$ cat src/rtl/keccak_pi_stream.sv
// Streaming Keccak pi-step engine: permutes one 25-bit slice over 25/STEP cycles.
// Optional macro INVERSE_PI_EN adds an `inverse` input selecting the inverse mapping.
module keccak_pi_stream #(
  parameter int STEP     = 1,
  parameter int NUM_PAGE = 64
) (
  input  logic                        clk,
  input  logic                        rst,
  input  logic                        clear,
  input  logic                        in_valid,
  output logic                        in_ready,
  input  logic [24:0]                 in_data,
`ifdef INVERSE_PI_EN
  input  logic                        inverse,
`endif
  output logic                        out_valid,
  input  logic                        out_ready,
  output logic [24:0]                 out_data,
  output logic [$clog2(NUM_PAGE)-1:0] page_idx,
  output logic                        frame_done
);

  localparam int PW = $clog2(NUM_PAGE);

  typedef enum logic [1:0] {IDLE, PERM, EMIT} state_e;

  state_e        state_q;
  logic [24:0]   src_q;
  logic [24:0]   out_data_q;
  logic [24:0]   perm_d;
  logic [4:0]    cnt_q;
  logic [PW-1:0] page_q;
  logic          in_ready_q;
  logic          out_valid_q;
  logic          frame_done_q;
`ifdef INVERSE_PI_EN
  logic          inv_q;
`endif

  if (!(STEP == 1 || STEP == 5 || STEP == 25)) begin : g_bad_step
    $error("keccak_pi_stream: STEP must be 1, 5 or 25");
  end
  if (NUM_PAGE < 2) begin : g_bad_pages
    $error("keccak_pi_stream: NUM_PAGE must be at least 2");
  end

  // Forward pi destination of bit x+5y: y + 5*((2x+3y) mod 5).
  function automatic logic [4:0] piMap(input logic [4:0] i);
    logic [2:0] x;
    logic [2:0] y;
    logic [2:0] z;
    logic [4:0] t;
    x = 3'(i % 5'd5);
    y = 3'(i / 5'd5);
    t = {1'b0, x, 1'b0} + {2'b00, y} + {1'b0, y, 1'b0};
    z = 3'(t % 5'd5);
    return {2'b00, y} + ({2'b00, z} * 5'd5);
  endfunction

  always_comb begin
    logic [4:0] idx;
    idx    = '0;
    perm_d = out_data_q;
    for (int k = 0; k < STEP; k++) begin
      idx = cnt_q + 5'(k);
      if (idx < 5'd25) begin
`ifdef INVERSE_PI_EN
        if (inv_q) perm_d[idx] = src_q[piMap(idx)];
        else       perm_d[piMap(idx)] = src_q[idx];
`else
        perm_d[piMap(idx)] = src_q[idx];
`endif
      end
    end
  end

  // The extra PERM cycle at cnt==25 gives the 25/STEP+1 input-to-output latency.
  always_ff @(posedge clk or negedge rst) begin
    if (!rst) begin
      state_q      <= IDLE;
      src_q        <= '0;
      out_data_q   <= '0;
      cnt_q        <= '0;
      page_q       <= '0;
      in_ready_q   <= 1'b1;
      out_valid_q  <= 1'b0;
      frame_done_q <= 1'b0;
`ifdef INVERSE_PI_EN
      inv_q        <= 1'b0;
`endif
    end else if (clear) begin
      state_q      <= IDLE;
      cnt_q        <= '0;
      page_q       <= '0;
      in_ready_q   <= 1'b1;
      out_valid_q  <= 1'b0;
      frame_done_q <= 1'b0;
    end else begin
      frame_done_q <= 1'b0;
      case (state_q)
        IDLE: begin
          if (in_valid) begin
            src_q      <= in_data;
            out_data_q <= '0;
            cnt_q      <= '0;
            in_ready_q <= 1'b0;
            state_q    <= PERM;
`ifdef INVERSE_PI_EN
            inv_q      <= inverse;
`endif
          end
        end
        PERM: begin
          if (cnt_q == 5'd25) begin
            out_valid_q <= 1'b1;
            state_q     <= EMIT;
          end else begin
            out_data_q <= perm_d;
            cnt_q      <= cnt_q + 5'(STEP);
          end
        end
        EMIT: begin
          if (out_ready) begin
            out_valid_q <= 1'b0;
            in_ready_q  <= 1'b1;
            state_q     <= IDLE;
            if (page_q == PW'(NUM_PAGE - 1)) begin
              page_q       <= '0;
              frame_done_q <= 1'b1;
            end else begin
              page_q <= page_q + 1'b1;
            end
          end
        end
        default: state_q <= IDLE;
      endcase
    end
  end

  assign in_ready   = in_ready_q;
  assign out_valid  = out_valid_q;
  assign out_data   = out_data_q;
  assign page_idx   = page_q;
  assign frame_done = frame_done_q;

endmodule

$ cat config.mk
export PLATFORM = sky130hd
export DESIGN_NAME = keccak_pi_stream
export DESIGN_NICKNAME = d
export VERILOG_FILES = /design/src/rtl/keccak_pi_stream.sv
export SDC_FILE = /design/constraint.sdc
export NUM_CORES = 1
export LEC_CHECK = 0
export ABC_AREA = 1
export BUFFER_PORTS_ARGS = -buffer_cell sky130_fd_sc_hd__buf_2
export CORE_MARGIN = 2
export CORE_UTILIZATION = 54
export CTS_CLUSTER_DIAMETER = 40
export DETAILED_ROUTE_END_ITERATION = 7
export MAX_ROUTING_LAYER = met4
export PLACE_DENSITY = 0.85
export SYNTH_ARGS = -nofsm -noshare
export SYNTH_HDL_FRONTEND = slang
export SYNTH_SLANG_ARGS = --single-unit
$ cat constraint.sdc
create_clock -name clk -period 19.7 [get_ports clk]
set_clock_uncertainty 0.2 [all_clocks]
set_input_delay 3.94 -clock clk [delete_from_list [all_inputs] [get_ports clk]]
set_output_delay 3.94 -clock clk [all_outputs]
set_load 0.01 [all_outputs]
==> results.py, run 1 <==
metrics = {
    "status": {
        "outcome": "finished clean",
    },
    "synthesis": {
        "synth_edf_count": 0,
        "synth.cell_area_sq_um": 4430,
        "synth_nets": 609,
        "synthFlopType": "dfrtp_1",
        "async_flop_share_pct": 100,
        "synth-seq-area-share_pct": 37.3,
        "synthCells": 555,
        "yosysWarnings": 0,
        "ys_types": 46,
        "synth-seq-cells": 66,
        "avgSynthCellArea_sq_um": 7.98,
    },
    "global_routing": {
        "grt_use_met2_pct": 38.5,
        "grt_usage_pct": 23.5,
        "top_usage_layer": "met2",
        "use_met1_pct": 28.6,
        "overflow": 0,
        "grt_pass1_vias": 3802,
        "gr-usage-met3_pct": 3.91,
        "grt_pass1_wl_mm": 16.4,
        "grt_antenna_before_repair": 0,
        "grt_max_degree": 67,
    },
    "worst_setup_path": {
        "max_stage_delay_ns": 0.78,
        "cp-end-kind": "flip-flop",
        "worst-setup-path-type": "reg -> reg",
        "path_max_fanout": 23,
        "arrival_ns": 9.90,
        "cpMostUsedCell": "inv_1",
        "crit_slowest_cell": "xnor2_1",
        "startpoint_type": "flip-flop",
        "cp.required_ns": 19.73,
    },
    "final_layout": {
        "design_area_sq_um": 4970,
        "stdcell_count": 718,
        "diodes": 0,
        "nets": 663,
        "area_delta_synth_final_pct": 12.3,
        "drive_gt1_share_pct": 24.5,
    },
    "timing": {
        "hold_viol": 0,
        "setup_slack_ns": 9.82,
        "finalCritPeriodShare_pct": 50.1,
        "setup_violations": 0,
        "fmax_mhz": 101,
        "drv_slew": 0,
        "rsz0062_at_grt": "no",
        "finalCriticalPeriod_ns": 9.88,
        "slew_headroom_pct": 20.1,
        "tightest_slew_ns": 1.20,
        "setup_tns_ns": 0,
    },
    "hold_path": {
        "hp-class": "reg -> reg",
    },
    "power_and_ir_drop": {
        "p_leak_nw": 2.67,
        "power.density_nw_per_um2": 75.5,
        "vdd_drop_max_mv": 0.0437,
    },
    "floorplan": {
        "core_sq_um": 8090,
        "start_util_pct": 54.7,
        "die-area_sq_um": 8940,
        "std_cell_rows": 33,
        "fp.dieW_um": 94.5,
        "io_pins": 64,
        "fp.dieH_um": 94.5,
    },
    "clock_tree": {
        "cts_setup_buffers": 0,
        "cts_buffer_depth": 2,
        "cts_max_level": 3,
        "cts_root_buf": "clkbuf_8",
        "holdBufCountCts": 0,
        "cts_buffers": 9,
        "clkSlewWorstSetupHoldPaths_ns": 0.07,
        "clock-sinks": 66,
        "cts_resized": 0,
        "cts_tree": "built",
        "clkLatencyLatePin_ns": 0.35,
    },
    "routing": {
        "drt_iter0_drc": 262,
        "wl_mm": 9.65,
        "viasPerCell": 5.37,
        "vias": 3857,
        "drc": 0,
        "drt-pass1-iter-count": 5,
        "avgRoutedWirePerCell_um": 13.4,
        "drtAntennaViolNets": 0,
    },
    "placement": {
        "post-place-ws_ns": 10.01,
        "routabilityCongestion": 0.857,
        "dp_hpwl_mm": 6.72,
        "dpl.cell_count": 703,
        "io_buffers": 63,
        "placed_cell_area_sq_um": 4770,
    },
    "run": {
        "max-cap-violations": 0,
    },
}
-- worst paths after layout --
| kind | startpoint | to | slack [ns] | cells after the start |
|---|---|---|---|---|
| max | cnt_q[0] | out_data[24] | 9.82 | 48 |
| min | out_data[13] | out_data[13] | 0.27 | 2 |
| max reg2reg | cnt_q[0] | out_data[24] | 9.82 | 48 |
| min reg2reg | out_data[13] | out_data[13] | 0.27 | 2 |
| max in group asynchronous | rst | page_idx[0] | 15.18 | 2 |
| min in group asynchronous | rst | out_data[19] | 3.54 | 2 |
-- area by class of cell --
cell class / instances / area [sq um]
clock inverter: 6 / 82.6
inverter: 70 / 265
tap: 105 / 131
fill: 713 / 3120
sequential: 66 / 1650
multi-input combinational: 396 / 2380
clock buffer: 9 / 124
timing repair buffer: 66 / 338
-- Yosys cell counts, types with 2 or more instances --
| library cell | n | area (sq um) |
|---|---|---|
| nand2_1 | 156 | 586 |
| dfrtp_1 | 65 | 1630 |
| inv_1 | 59 | 221 |
| nand4_1 | 35 | 219 |
| nand3_1 | 34 | 170 |
| nor2_1 | 26 | 97.6 |
| mux2_2 | 24 | 270 |
| ha_1 | 21 | 263 |
| o21ai_0 | 18 | 90.1 |
| nand2_2 | 15 | 93.8 |
| clkbuf_1 | 13 | 48.8 |
| a21oi_1 | 12 | 60.1 |
| inv_2 | 8 | 30.0 |
| nand2_4 | 6 | 67.6 |
| xor2_1 | 6 | 52.6 |
| nand3_2 | 5 | 50.1 |
| buf_6 | 4 | 45.0 |
| nor3_1 | 4 | 20.0 |
| a32o_1 | 3 | 30.0 |
| fa_1 | 3 | 60.1 |
| o211ai_1 | 3 | 22.5 |
| a21boi_0 | 2 | 15.0 |
| a31oi_1 | 2 | 12.5 |
| buf_1 | 2 | 7.51 |
| buf_2 | 2 | 10.0 |
| buf_8 | 2 | 30.0 |
| clkinv_1 | 2 | 7.51 |
| nor2_4 | 2 | 22.5 |
| nor4_1 | 2 | 12.5 |
| o21ai_1 | 2 | 10.0 |
| o22ai_1 | 2 | 12.5 |
-- cells in the final DEF, fill, tap and decap left out, types with 3 or more instances in the layout --
master      n
o211ai_1    3
nand3_2     5
nand3_1    34
xor2_1      6
inv_1      59
inv_2       8
clkinv_2    3
a21oi_1    12
clkbuf_8    9
o21ai_0    18
fa_1        3
mux2_2     24
nor3_1      3
nand4_1    35
nor2_1     26
nand2_4     6
ha_1       21
nand2_2    15
buf_4       3
a32o_1      3
buf_2      63
dfrtp_1    65
nand2_1   156
-- worst max-delay path, delay by kind of cell, from the launching register on --
family	cells	cell delay, ns
xor+xnor	1	0.78
simple gates	21	2.52
fa+ha+maj	11	3.13
compound gates	4	0.60
flops	1	0.77
buf+inv	11	1.73
-- routing by layer --
metal,share of wire (%),wire length (um)
met2,49,4720
met1,44,4270
met4,2.0,196
met3,4.7,458
met5,0,0
-- per-stage QoR --
step	hold WS [ns]	utilization, %	power, mW
detailed placement	0.255	58.9	0.254
floorplan	0.274	-	0.231
global placement	0.249	58.9	0.249
CTS	0.272	61.4	0.376
global route	0.296	61.4	0.395
finish	0.268	61.4	0.375
-- flip-flops by register name, summed over array words and instances, names as in the netlist --
signal,flops
src_q,25
in_ready,1
page_idx,6
out_data,25
state_q,2
out_valid,1
cnt_q,5
frame_done,1
-- kinds of logic after synthesis --
family / synth area share [%]
compound gates: 7.29
xor+xnor: 1.38
mux: 6.11
flops: 37.3
simple gates: 31.4
fa+ha+maj: 7.29
buf+inv: 9.19
-- where the power goes --
group | internal, mW | switching (mW) | total, mW
combinational | 0.0340 | 0.0597 | 0.0937
clock | 0.0698 | 0.0526 | 0.122
sequential | 0.150 | 0.00951 | 0.159
total | 0.254 | 0.122 | 0.375
(Power assumes the default switching activity.)
==> inputs of run 2 (changes only) <==
clock period = 9.8 ns   (was 19.7 ns; I/O delays follow)
==> run 2 against run 1 <==
Register-to-register slack got worse by 8.8 ns. Clock power is 110% higher. Design area grew 0.68%. Non-clock buffer count rose by 2. Global-route usage grew 1.1 points. Highest routed layer unchanged. Sequential share of layout area decreased by 0.20 points. Maximum frequency grew 12%. Clock-buffer cell count unchanged. Utilization grew 0.42 points. Via count up 1.8%. Critical path depth increased by 2.
==> results.py, run 2 (synthesis gave the netlist of run 1 again) <==
metrics = {
    "status": {
        "outcome": "finished clean",
    },
    "final_layout": {
        "finish.utilization_pct": 61.9,
        "diodes": 0,
        "nets": 665,
        "area_delta_synth_final_pct": 13.1,
        "layout_common_cells": "nand2_1, dfrtp_1, buf_2",
        "layout_commonest_cell": "nand2_1",
        "drive_gt1_share_pct": 25.0,
    },
    "timing": {
        "setup_tns_ns": 0,
        "tightest_slew_ns": 1.23,
        "hold_viol": 0,
        "fmax_mhz": 114,
        "finalCriticalPeriod_ns": 8.81,
        "drv_slew": 0,
        "setup_slack_ns": 0.992,
        "finalCritPeriodShare_pct": 89.9,
        "slew_headroom_pct": 18.0,
        "setup_violations": 0,
        "rsz0062_at_grt": "no",
    },
    "power_and_ir_drop": {
        "seqPwrFrac_pct": 41.5,
        "vdd_drop_max_mv": 0.106,
        "p_int_mw": 0.516,
        "power_frac_comb_pct": 24.9,
        "power.density_nw_per_um2": 154,
        "switchingPower_mw": 0.253,
        "p_leak_nw": 2.69,
        "swShare_pct": 32.9,
        "p_clk_share_pct": 33.6,
    },
    "global_routing": {
        "grt_pass1_vias": 3897,
        "grt_pass1_wl_mm": 17.1,
        "grt_antenna_before_repair": 0,
        "overflow": 0,
        "grt_max_degree": 67,
        "grt_usage_pct": 24.6,
    },
    "floorplan": {
        "core_sq_um": 8090,
        "die-area_sq_um": 8940,
        "start_util_pct": 54.7,
        "fp.dieW_um": 94.5,
        "std_cell_rows": 33,
        "fp.dieH_um": 94.5,
        "io_pins": 64,
    },
    "clock_tree": {
        "cts_tree": "built",
        "cts_buffer_depth": 2,
        "clkSlewWorstSetupHoldPaths_ns": 0.08,
        "cts_buffers": 9,
        "cts_max_level": 3,
        "clkLatencyLatePin_ns": 0.35,
        "clock-sinks": 66,
        "cts_root_buf": "clkbuf_8",
    },
    "routing": {
        "drtAntennaViolNets": 0,
        "drt-pass1-iter-count": 5,
        "drt_iter0_drc": 300,
        "wl_mm": 9.76,
        "viasPerCell": 5.44,
        "drc": 0,
        "vias": 3925,
        "avgRoutedWirePerCell_um": 13.5,
    },
    "worst_setup_path": {
        "cpMostUsedCell": "inv_1",
        "worst-setup-path-type": "reg -> reg",
        "critPathLaunch": "cnt_q[0]",
        "crit_slowest_cell": "dfrtp_2",
        "worst_r2r_endpoint": "out_data[24]",
        "crit_end": "out_data[24]",
        "cp-end-kind": "flip-flop",
        "cp.required_ns": 9.83,
        "path_max_fanout": 23,
        "max_stage_delay_ns": 0.56,
        "r2r_slack_ns": 0.99,
        "r2r_cells": 50,
        "reg2reg_from": "cnt_q[0]",
        "startpoint_type": "flip-flop",
        "arrival_ns": 8.84,
    },
    "placement": {
        "io_buffers": 63,
        "post-place-ws_ns": 0.881,
        "routabilityCongestion": 0.854,
        "dp_hpwl_mm": 7.05,
    },
    "run": {
        "max-cap-violations": 0,
    },
    "hold_path": {
        "hp-class": "reg -> reg",
    },
}
[run 2: changes by cell type in the layout (fill, tap and decap cells not counted)]
cell | previous run | this run
clkinv_4 | 0 | 2
clkinvlp_4 | 1 | 0
dfrtp_2 | 0 | 1
inv_6 | 0 | 2
dfrtp_1 | 65 | 64
clkinv_2 | 3 | 1
buf_4 | 3 | 5
[run 2: layout make-up]
cell class,instances,area [sq um]
Clock inverter,7,100
Multi-Input combinational cell,396,2380
Inverter,70,265
Fill cell,726,3090
Sequential cell,66,1650
Tap cell,105,131
Clock buffer,9,124
Timing Repair Buffer,68,353
[run 2: how the worst min path moves through the flow]
stage | startpoint | endpoint | slack, ns | depth (start not counted)
6_report | out_data[14] | out_data[14] | 0.27 | 2
5_1_grt | out_data[14] | out_data[14] | 0.30 | 2
4_1_cts | out_data[14] | out_data[14] | 0.27 | 2
3_5_place_dp | out_data[14] | out_data[14] | 0.25 | 2
3_3_place_gp | out_data[2] | out_data[2] | 0.25 | 2
2_1_floorplan | src_q[16] | src_q[16] | 0.27 | 1
[run 2: metal layers]
layer | vias up | track usage (%) | share of wire (%)
li1 | 1934 | - | -
met1 | 1841 | 29.6 | 43
met2 | 119 | 41.1 | 50
met3 | 31 | 3.83 | 4.3
met4 | 0 | 11.0 | 2.9
met5 | - | - | 0
[run 2: critical path, delay by kind of cell, from the launching register on]
family	cells	cell delay, ns
adders and majority gates	11	3.23
and+or+nand+nor	23	2.52
buffers and inverters	12	1.69
DFF	1	0.56
AOI/OAI and AO/OA	4	0.48
[run 2: per-stage QoR]
step	area (sq um)	hold WS, ns	total power [mW]	cells
detailed placement	4780	0.253	0.514	705
CTS	5000	0.273	0.773	721
finish	5010	0.271	0.770	721
floorplan	4430	0.274	0.465	555
global route	5010	0.302	0.815	721
global placement	4780	0.251	0.501	705
[run 2: power groups by stage]
stage | sequential (mW) | combinational (mW) | clock (mW)
6_report | 0.320 | 0.192 | 0.258
5_1_grt | 0.323 | 0.216 | 0.276
4_1_cts | 0.319 | 0.191 | 0.263
3_5_place_dp | 0.325 | 0.189 | 0
3_3_place_gp | 0.323 | 0.178 | 0
2_1_floorplan | 0.320 | 0.145 | 0
[run 2: timing repair]
item | CTS | global route
resized for setup | 0 | 1
setup buffers | 0 | 0
endpoints found under the setup margin | 0 | 2
hold buffers | 0 | 0
==> inputs of run 3 (changes only) <==
PLACE_DENSITY = 0.84   (was 0.85)
==> run 3 against run 2 <==
Die area unchanged. First-iteration DRC count down 0.67%. Clock-buffer cell count unchanged. Clock power down 16%. Utilization down 0.42 points. Sequential share of layout area up 0.20 points. Hold slack about the same. Wire length down 1.1%. Sequential power about the same. Critical path depth down 1. Maximum frequency up 2.3%.
==> results.py, run 3 (synthesis gave the netlist of run 1 again) <==
metrics = {
    "worst_setup_path": {
        "critPathLaunch": "cnt_q[0]",
        "arrival_ns": 8.64,
        "worst-setup-path-type": "reg -> reg",
        "max_stage_delay_ns": 0.53,
        "cp.required_ns": 9.83,
        "r2r_slack_ns": 1.19,
        "startpoint_type": "flip-flop",
        "path_max_fanout": 21,
        "reg2reg_from": "cnt_q[0]",
        "crit_slowest_cell": "fa_1",
        "cp-end-kind": "flip-flop",
        "r2r_cells": 49,
        "cpMostUsedCell": "inv_1",
    },
    "final_layout": {
        "layout_common_cells": "nand2_1, dfrtp_1, buf_2",
        "finish.utilization_pct": 61.4,
        "seq_area_sq_um": 1650,
        "diodes": 0,
        "multi_input_area_sq_um": 2380,
        "nets": 666,
        "layout_commonest_cell": "nand2_1",
        "fill_cells": 713,
        "design_area_sq_um": 4970,
        "area_delta_synth_final_pct": 12.3,
        "drive_gt1_share_pct": 25.0,
    },
    "routing": {
        "drtAntennaViolNets": 0,
        "viasPerCell": 5.38,
        "vias": 3883,
        "drt_iter0_drc": 298,
        "wl_mm": 9.65,
        "drc": 0,
        "avgRoutedWirePerCell_um": 13.4,
        "drt-pass1-iter-count": 6,
    },
    "power_and_ir_drop": {
        "p_leak_nw": 2.67,
        "power.density_nw_per_um2": 146,
        "total_power_mw": 0.726,
        "vdd_drop_max_mv": 0.0957,
    },
    "global_routing": {
        "grt_usage_pct": 24.4,
        "overflow": 0,
        "grt_pass1_vias": 3855,
        "grt_pass1_wl_mm": 16.9,
        "grt_antenna_before_repair": 0,
        "grt_max_degree": 67,
    },
    "clock_tree": {
        "cts_buffer_depth": 2,
        "cts_buffers": 9,
        "cts_root_buf": "clkbuf_8",
        "clkLatencyLatePin_ns": 0.35,
        "clock-sinks": 66,
        "cts_tree": "built",
        "cts_resized": 0,
        "holdBufCountCts": 0,
        "cts_max_level": 3,
        "cts_setup_buffers": 0,
        "clkSlewWorstSetupHoldPaths_ns": 0.09,
    },
    "timing": {
        "fmax_mhz": 116,
        "tightest_slew_ns": 1.17,
        "drv_slew": 0,
        "setup_violations": 0,
        "hold_viol": 0,
        "slew_headroom_pct": 21.5,
        "finalCritPeriodShare_pct": 87.8,
        "setup_tns_ns": 0,
        "rsz0062_at_grt": "no",
        "finalCriticalPeriod_ns": 8.61,
    },
    "placement": {
        "dp_hpwl_mm": 6.89,
        "placed_cell_area_sq_um": 4790,
        "routabilityCongestion": 0.868,
        "io_buffers": 63,
    },
    "floorplan": {
        "io_pins": 64,
        "std_cell_rows": 33,
        "start_util_pct": 54.7,
        "core_sq_um": 8090,
        "fp.dieW_um": 94.5,
        "fp.dieH_um": 94.5,
        "die-area_sq_um": 8940,
    },
    "hold_path": {
        "hp-start": "out_data[7]",
        "hp-class": "reg -> reg",
        "whs_path_depth": 2,
    },
    "status": {
        "outcome": "finished clean",
    },
    "run": {
        "max-cap-violations": 0,
    },
}
-- run 3: cell count changes in the layout (fill, tap and decap cells not counted) --
cell / previous run / this run
bufinv_16: 2 / 0
clkinvlp_4: 0 / 3
inv_6: 2 / 3
clkinv_2: 1 / 0
clkinv_4: 2 / 0
dfrtp_1: 64 / 65
inv_8: 0 / 1
dfrtp_2: 1 / 0
buf_4: 5 / 6
-- run 3: power by group --
part | switching (mW) | total [mW] | internal, mW
sequential | 0.0161 | 0.317 | 0.301
clock | 0.121 | 0.217 | 0.0960
combinational | 0.122 | 0.192 | 0.0703
-- run 3: per-stage QoR --
step                hold WS, ns  setup slack (ns)  cells
finish                    0.271              1.19    722
floorplan                 0.274              1.34    555
CTS                       0.277              1.23    722
global placement          0.252              1.78    706
global route              0.297             0.384    722
detailed placement        0.257              1.28    706
-- run 3: worst paths after layout --
check / endpoint
setup / recovery: out_data[24]
hold / removal: out_data[7]
max in group asynchronous: out_data[18]
min in group asynchronous: src_q[24]
hold reg to reg: out_data[7]
setup reg to reg: out_data[24]
-- run 3: worst max-delay path: cells and delay by family, from the launching register on --
kind                     cells  cell delay [ns]
AND/OR/NAND/NOR             21             2.24
flip-flops                   1             0.39
buffers and inverters       13             1.73
adder cells (fa/ha/maj)     11             3.33
AO/OA/AOI/OAI                4             0.57
-- run 3: area by class of cell --
class	instances	share of cell area, %
Clock inverter	7	1.21
Inverter	70	5.33
Clock buffer	9	2.49
Multi-Input combinational cell	396	47.8
Sequential cell	66	33.2
Timing Repair Buffer	69	7.25
Tap cell	105	2.64
-- run 3: routing by layer --
layer  global-route usage (%)  share of wire (%)  vias up
met5                        -                  0        -
met2                     40.4                 50      113
met4                     9.42                1.9        0
met3                     2.79                4.4       17
met1                     30.9                 44     1816
li1                         -                  -     1937
